==> src/rtl/mem_arbiter_pkg.sv <==
// Shared constants for the data-memory arbiter.
//   MEM_ADDR_W              : word-address width of the data memory
//   MEM_NONE/BYTE/HALFWORD/WORD : access size codes on ctrl_mem_read/write
// size_valid() reports whether a code requests an access. norm_size() maps
// any code that is not a real size to MEM_NONE.
package mem_arbiter_pkg;

  localparam int MEM_ADDR_W = 8;

  localparam logic [1:0] MEM_NONE = 2'b00;
  localparam logic [1:0] BYTE     = 2'b01;
  localparam logic [1:0] HALFWORD = 2'b10;
  localparam logic [1:0] WORD     = 2'b11;

  function automatic logic size_valid(input logic [1:0] code);
    return (code == BYTE) || (code == HALFWORD) || (code == WORD);
  endfunction

  function automatic logic [1:0] norm_size(input logic [1:0] code);
    return size_valid(code) ? code : MEM_NONE;
  endfunction

endpackage

==> src/rtl/mem_arbiter_starve_counter.sv <==
// Saturating wait counter that guards port 1 against starvation.
//   i_clk    : clock
//   i_n_rst  : synchronous active-low reset
//   i_inc    : port 1 was refused this cycle
//   i_clr    : port 1 was granted or is not requesting
//   o_at_max : counter has reached MAX_WAIT
module starve_counter #(
  parameter int MAX_WAIT = 4
) (
  input  logic i_clk,
  input  logic i_n_rst,
  input  logic i_inc,
  input  logic i_clr,
  output logic o_at_max
);

  localparam int CNT_W = 4;
  localparam logic [CNT_W-1:0] CNT_MAX = CNT_W'(MAX_WAIT);

  logic [CNT_W-1:0] r_cnt;

  always_ff @(posedge i_clk) begin
    if (!i_n_rst) begin
      r_cnt <= '0;
    end else if (i_clr) begin
      r_cnt <= '0;
    end else if (i_inc && (r_cnt != CNT_MAX)) begin
      r_cnt <= r_cnt + 1'b1;
    end
  end

  assign o_at_max = (r_cnt == CNT_MAX);

endmodule

==> src/rtl/mem_arbiter.sv <==
// Two-port arbiter in front of the single data memory.
// Port 0 is the pipeline MEM stage, port 1 the debug/loader port.
//   clk_i, n_rst_i              : clock, synchronous active-low reset
//   pX_req_i / fields           : request with address, store data, size codes
//   pX_gnt_o                    : combinational accept
//   p0_stall_o                  : port 0 requesting but not accepted
//   pX_read_data_o, pX_rvalid_o : registered read return, 2 cycles after grant
//   mem_*_o                     : memory command, one cycle after grant
//   mem_read_data_i             : combinational read data from memory
module mem_arbiter
  import mem_arbiter_pkg::*;
#(
  parameter int MAX_WAIT = 4
) (
  input  logic                  clk_i,
  input  logic                  n_rst_i,

  input  logic                  p0_req_i,
  input  logic [MEM_ADDR_W-1:0] p0_address_i,
  input  logic [31:0]           p0_write_data_i,
  input  logic [1:0]            p0_ctrl_mem_read_i,
  input  logic [1:0]            p0_ctrl_mem_write_i,
  output logic                  p0_gnt_o,
  output logic                  p0_stall_o,
  output logic [31:0]           p0_read_data_o,
  output logic                  p0_rvalid_o,

  input  logic                  p1_req_i,
  input  logic [MEM_ADDR_W-1:0] p1_address_i,
  input  logic [31:0]           p1_write_data_i,
  input  logic [1:0]            p1_ctrl_mem_read_i,
  input  logic [1:0]            p1_ctrl_mem_write_i,
  output logic                  p1_gnt_o,
  output logic [31:0]           p1_read_data_o,
  output logic                  p1_rvalid_o,

  output logic [MEM_ADDR_W-1:0] mem_address_o,
  output logic [31:0]           mem_write_data_o,
  output logic [1:0]            mem_ctrl_mem_read_o,
  output logic [1:0]            mem_ctrl_mem_write_o,
  input  logic [31:0]           mem_read_data_i
);

  // A request carrying both a read and a write is a write only.
  logic [1:0] w_p0_wr, w_p0_rd, w_p1_wr, w_p1_rd;

  assign w_p0_wr = norm_size(p0_ctrl_mem_write_i);
  assign w_p0_rd = size_valid(w_p0_wr) ? MEM_NONE : norm_size(p0_ctrl_mem_read_i);
  assign w_p1_wr = norm_size(p1_ctrl_mem_write_i);
  assign w_p1_rd = size_valid(w_p1_wr) ? MEM_NONE : norm_size(p1_ctrl_mem_read_i);

  logic w_at_max;
  logic w_p1_win;
  logic w_p0_gnt, w_p1_gnt;
  logic w_p1_refused;

  // Port 1 takes the slot when port 0 is idle or its wait has saturated.
  assign w_p1_win = p1_req_i & (~p0_req_i | w_at_max);

  assign w_p0_gnt = n_rst_i & p0_req_i & ~w_p1_win;
  assign w_p1_gnt = n_rst_i & w_p1_win;

  assign p0_gnt_o   = w_p0_gnt;
  assign p1_gnt_o   = w_p1_gnt;
  assign p0_stall_o = n_rst_i & p0_req_i & ~w_p0_gnt;

  assign w_p1_refused = p1_req_i & ~w_p1_gnt;

  starve_counter #(
    .MAX_WAIT (MAX_WAIT)
  ) u_starve (
    .i_clk    (clk_i),
    .i_n_rst  (n_rst_i),
    .i_inc    (w_p1_refused),
    .i_clr    (w_p1_gnt | ~p1_req_i),
    .o_at_max (w_at_max)
  );

  logic                  w_sel_gnt;
  logic                  w_sel_port;
  logic [MEM_ADDR_W-1:0] w_sel_addr;
  logic [31:0]           w_sel_wdata;
  logic [1:0]            w_sel_rd, w_sel_wr;

  always_comb begin
    w_sel_gnt   = w_p0_gnt | w_p1_gnt;
    w_sel_port  = 1'b0;
    w_sel_addr  = p0_address_i;
    w_sel_wdata = p0_write_data_i;
    w_sel_rd    = w_p0_rd;
    w_sel_wr    = w_p0_wr;
    if (w_p1_gnt) begin
      w_sel_port  = 1'b1;
      w_sel_addr  = p1_address_i;
      w_sel_wdata = p1_write_data_i;
      w_sel_rd    = w_p1_rd;
      w_sel_wr    = w_p1_wr;
    end
  end

  logic                  r_cmd_valid;
  logic                  r_cmd_port;
  logic [MEM_ADDR_W-1:0] r_cmd_addr;
  logic [31:0]           r_cmd_wdata;
  logic [1:0]            r_cmd_rd, r_cmd_wr;

  always_ff @(posedge clk_i) begin
    if (!n_rst_i) begin
      r_cmd_valid <= 1'b0;
      r_cmd_port  <= 1'b0;
      r_cmd_addr  <= '0;
      r_cmd_wdata <= '0;
      r_cmd_rd    <= MEM_NONE;
      r_cmd_wr    <= MEM_NONE;
    end else if (w_sel_gnt) begin
      r_cmd_valid <= 1'b1;
      r_cmd_port  <= w_sel_port;
      r_cmd_addr  <= w_sel_addr;
      r_cmd_wdata <= w_sel_wdata;
      r_cmd_rd    <= w_sel_rd;
      r_cmd_wr    <= w_sel_wr;
    end else begin
      r_cmd_valid <= 1'b0;
    end
  end

  // Reset gates the memory command combinationally so an access caught
  // in flight by reset never writes.
  logic w_mem_active;

  assign w_mem_active         = r_cmd_valid & n_rst_i;
  assign mem_address_o        = w_mem_active ? r_cmd_addr  : '0;
  assign mem_write_data_o     = w_mem_active ? r_cmd_wdata : '0;
  assign mem_ctrl_mem_read_o  = w_mem_active ? r_cmd_rd    : MEM_NONE;
  assign mem_ctrl_mem_write_o = w_mem_active ? r_cmd_wr    : MEM_NONE;

  logic w_rd_done;
  assign w_rd_done = w_mem_active & size_valid(r_cmd_rd);

  logic [31:0] r_p0_rdata, r_p1_rdata;
  logic        r_p0_rvalid, r_p1_rvalid;

  always_ff @(posedge clk_i) begin
    if (!n_rst_i) begin
      r_p0_rdata  <= '0;
      r_p1_rdata  <= '0;
      r_p0_rvalid <= 1'b0;
      r_p1_rvalid <= 1'b0;
    end else begin
      r_p0_rvalid <= w_rd_done & ~r_cmd_port;
      r_p1_rvalid <= w_rd_done &  r_cmd_port;
      if (w_rd_done && !r_cmd_port) r_p0_rdata <= mem_read_data_i;
      if (w_rd_done &&  r_cmd_port) r_p1_rdata <= mem_read_data_i;
    end
  end

  assign p0_read_data_o = r_p0_rdata;
  assign p1_read_data_o = r_p1_rdata;
  assign p0_rvalid_o    = r_p0_rvalid;
  assign p1_rvalid_o    = r_p1_rvalid;

endmodule

==> config.mk <==
export PLATFORM = sky130hd
export DESIGN_NAME = mem_arbiter
export DESIGN_NICKNAME = d
export VERILOG_FILES = /design/src/rtl/mem_arbiter_pkg.sv /design/src/rtl/mem_arbiter_starve_counter.sv /design/src/rtl/mem_arbiter.sv
export SDC_FILE = /design/constraint.sdc
export NUM_CORES = 1
export LEC_CHECK = 0
export ABC_CLOCK_PERIOD_IN_PS = 3000
export CAP_MARGIN = 25
export CORE_ASPECT_RATIO = 0.9
export CORE_MARGIN = 3
export CORE_UTILIZATION = 35
export DETAILED_ROUTE_END_ITERATION = 6
export GPL_ROUTABILITY_DRIVEN = 0
export GPL_TIMING_DRIVEN = 1
export PLACE_DENSITY = 0.7
export SKIP_CTS_REPAIR_TIMING = 1
export SLEW_MARGIN = 15
export SYNTH_ARGS = -nofsm -noshare
export SYNTH_HDL_FRONTEND = slang
export SYNTH_SLANG_ARGS = --single-unit
==> constraint.sdc <==
create_clock -name clk_i -period 3 [get_ports clk_i]
set_input_delay 0.6 -clock clk_i [delete_from_list [all_inputs] [get_ports clk_i]]
set_output_delay 0.6 -clock clk_i [all_outputs]
set_load 0.02 [all_outputs]
# After elaboration in Yosys (flattened, before gate mapping)
# Index checks and enable logic that the tools add are counted.
# Widths: inputs -> output; s select.
# totals
ff_bits,116
elab_cells,90
ramBits,0
latch_bits,0
output_inout_bits,113
mem_count,0
rom_bits,0
# classes
multipliers,0
reduce_logical,19
n_shift,0
n_lt_le_gt_ge,0
n_div,0
mux,16
n_eq_ne,23
bitwise_logic,20
n_addsub,1
# ops
op,n
$mux 32,2
$eq 2x2->1 const B,14
$mux 2,10
$mux 8,2
$eq 2x1->1 const B,7
$logic_or 1x1->1,14
$and 1x1->1,10
$not 1->1,7
$add 4x1->4 const B,1
$eq 4x3->1 const B,1
$ne 4x3->1 const B,1
$logic_and 1x1->1,3
$or 1x1->1,3
$mux 1,2
$reduce_or 2->1,1
$logic_not 1->1,1

# Depth between registers and ports, before layout
# logic_depth
depth_word,9
ltp_mapped,7

# Cells and area by module
# Synthesis repeated with hierarchy kept, for this count alone.
# unflattened
hier_cells,600
area_unflattened_um2,4956.0
# by_module_without_submodules
module,area_per_inst_um2,cells_per_inst,seq_area_each_um2,instances
mem_arbiter,4752.1,574,2242.2,1
starve_counter,203.9,26,80.1,1

# Worst setup path before layout
# OpenSTA, ideal clock, no wires.
# synth_timing
path_kind,input to output
start,in n_rst_i
end,out mem_address_o[0]
cell_stages,4
required_ps,2400
slack_ps,967
arrival_time_ps,1433
path_cell_list,buf_4 clkbuf_1 clkbuf_1 and3_1
# synth_via
elab_chain_cells,2
# synth_rtl
element,line_no,text
start: declaration,mem_arbiter.sv:16,"input logic n_rst_i,"
$and 1x1->1,mem_arbiter.sv:131,assign w_mem_active = r_cmd_valid & n_rst_i;
$mux 8,mem_arbiter.sv:132,assign mem_address_o = w_mem_active ? r_cmd_addr : '0;
end: declaration,mem_arbiter.sv:37,"output logic [MEM_ADDR_W-1:0] mem_address_o,"
# No other way between the ends.

# Final worst setup path
# layout_timing
start,in p1_req_i
end,out p1_gnt_o
# layout_via
elab_chain_cells,2
# layout_rtl
element,line_no,text
start: declaration,mem_arbiter.sv:28,"input logic p1_req_i,"
$and 1x1->1,mem_arbiter.sv:58,assign w_p1_win = p1_req_i & (~p0_req_i | w_at_max);
$and 1x1->1,mem_arbiter.sv:61,assign w_p1_gnt = n_rst_i & w_p1_win;
end: declaration,mem_arbiter.sv:33,"output logic p1_gnt_o,"
# No other way between the ends.

==> reports/results.txt <==
post-route cell area = 7890 um^2
ys flop type = dfxtp_1
Synth Net Count = 664
ys async rst share = 0%
share of power burned in registers = 39.5%
Max Cap Viol = 0
Tcrit/Tclk final = 90.5%
vias per cell = 5.44
Initial Util = 36.7%
First-pass DRT Iterations = 4
cells along the critical path = clkdlybuf4s50_1 > buf_4 > nand2_1 > a21oi_2 > clkdlybuf4s50_1
Post-synth EDFFs = 0
# H-tree levels = 4
Worst Max-Slew Pin Slew = 842 ps
clock latency on the worst-skew pair = 410 ps
antenna violations before repair = 0
Tightest Hold Check Type = flip-flop to flip-flop
Yosys top cell area share = 48.3%
Total Routed Length = 17500 um
Initial DRC Count = 362
vias in the first global route = 4938
DRC = 0
DR vias = 5088
area delta synth->final = 64.1%
Critical Path RT = 2400 ps
RSZ-0062 raised after global routing = no
Pwr Density = 523 nW/um^2
die height = 117 um
GRT Overall Usage = 22.4%
Worst-path clk slew = 50 ps
Sw Pwr = 0.921 mW
clock tree buffer depth = 2
Synth Register Bits = 116
Slew HR = 43.7%
CTS tree = yes
Clk pwr share = 49.2%
num ports = 237
largest net degree at the start of global routing = 48
cell accounting for the most synthesized area = dfxtp_1
number of antenna-violating nets in the routed design = 0
Cell variety after synth = 41
slowest library cell on the worst path = clkdlybuf4s50_1
status = complete, no violations
final setup TNS = 0 ps
critical path data arrival time = 2120 ps
crit path time final = 2720 ps
Die ar. = 15200 um^2
Synth Instances = 538
# rows = 39
syn avg cell area = 8.93 um^2
Clock Root Buffer = clkbuf_16
DPL Wire Length = 12300 um
Leak = 3.02 nW
setup violators final = 0
total gr overflow = 0
post-synthesis instance area = 4810 um^2
most frequent CP cell = clkdlybuf4s50_1
CP max FO = 7
Port Buffers = 236
Power Internal = 3.20 mW
layout cell share with drive strength beyond 1 = 11.4%
worst-case clock skew = 7.32 ps
register area share after synthesis = 48.3%
WL/cell = 18.7 um
Crit path largest cell delay = 630 ps
Post-DP Area = 7270 um^2
Setup crit start kind = input pin
synth top area cells = dfxtp_1 48%, and3_1 7.2%, o221a_2 7.0%
critical path type = input pin to output pin
synth cell count leaders = 116 x dfxtp_1, 67 x a21oi_1, 67 x nand2_1
core area = 13100 um^2
Syn. warnings = 0
antenna diode count = 0
first-pass GRT wire length = 26300 um
Max Slew Vio Count = 0
Hold Vio Cnt, Final = 0
CP Capture Type = output pin
Die X-Extent = 130 um
Comb pwr share = 11.4%
Sw Ratio = 22.3%
FMAX = 368 MHz
Num CTS Buffers = 17
CTS sink count = 116
fin nets = 885
Max VDD drop = 349 uV
most common cell in the netlist = dfxtp_1
==> power groups by stage <==
| stage | registers (mW) | clock network [mW] | logic [mW] |
|---|---|---|---|
| after floorplan | 1.65 | 0 | 0.194 |
| after global placement | 1.66 | 0 | 0.455 |
| after detailed placement | 1.66 | 0 | 0.463 |
| after CTS | 1.63 | 2.06 | 0.466 |
| after global routing | 1.63 | 2.14 | 0.501 |
| final | 1.63 | 2.03 | 0.468 |
==> placed cells by master (no fill, tap or decap), types with 2 or more instances in the layout <==
cell type,netlist,layout
buf_4,1,18
bufinv_16,0,3
a21oi_1,67,67
o221a_2,30,30
inv_1,4,4
clkbuf_1,29,2
a32oi_1,2,2
o21a_1,31,31
nor4_1,2,2
clkbuf_16,0,18
and3_1,55,55
a221o_1,10,10
clkinv_2,0,5
inv_2,1,2
nand2b_1,2,2
nand2_1,67,67
nor2_1,8,8
clkbuf_8,0,2
clkdlybuf4s50_1,0,235
ha_1,2,2
o21ai_0,34,34
dfxtp_1,116,116
nand3_1,33,33
==> registers in the layout, indices dropped and copies added, names as in the netlist <==
name and count:
r_cmd_addr 8, p0_rvalid_o 1, p1_rvalid_o 1, p0_read_data_o 32
r_cmd_port 1, u_starve.r_cnt 4, r_cmd_wr 2, r_cmd_wdata 32
r_cmd_valid 1, r_cmd_rd 2, p1_read_data_o 32
==> critical path: cells and delay by family <==
kind / cells / cell delay (ps)
buffers and inverters: 3 / 1240
AND/OR/NAND/NOR: 1 / 110
AO/OA/AOI/OAI: 1 / 170
==> kinds of logic after synthesis <==
family                   count (synthesis)  synth area share (%)
multiplexers                             1                 0.208
flip-flops                             116                  48.3
buffers and inverters                   60                  5.73
adder cells (fa/ha/maj)                  2                 0.521
AO/OA/AOI/OAI                          182                  26.6
AND/OR/NAND/NOR                        176                  18.5
XOR/XNOR                                 1                 0.182
==> layout make-up <==
cell class	count	area (um^2)
clock buffers	21	460
clock inverters	10	131
fillers	1093	5190
inverters	6	22.5
multi-input cells	362	2210
flip-flops and latches	116	2320
well taps	164	205
repair buffers	256	2540
==> worst paths after layout <==
check	from	cells after the start	slack [ps]	end
setup / recovery	p1_req_i	5	280	p1_gnt_o
hold reg to reg	p1_read_data_o[21]$_SDFFE_PN0P_	2	450	p1_read_data_o[21]$_SDFFE_PN0P_
hold / removal	p1_read_data_o[21]$_SDFFE_PN0P_	2	450	p1_read_data_o[21]$_SDFFE_PN0P_
setup reg to reg	r_cmd_valid$_SDFF_PN0_	6	970	p1_read_data_o[0]$_SDFFE_PN0P_
==> metal layers <==
layer	part of all wire, %	track usage (%)	routed length [um]	vias up
li1	-	-	-	2405
met1	40	26.7	6990	2401
met2	47	36.7	8220	260
met3	11	9.48	1950	22
met4	1.7	7.62	299	0
met5	0	0	0	-
==> metrics by stage <==
stage	cells	total power [mW]	setup slack (ps)	hold WS, ps	utilization, %
final	935	4.12	284	454	60.3
after global routing	935	4.27	155	472	60.3
after CTS	934	4.15	285	456	60.1
after detailed placement	903	2.12	287	449	55.6
after global placement	903	2.11	283	435	55.6
after floorplan	538	1.84	967	430	-
Power figures use the tool's default switching activity.
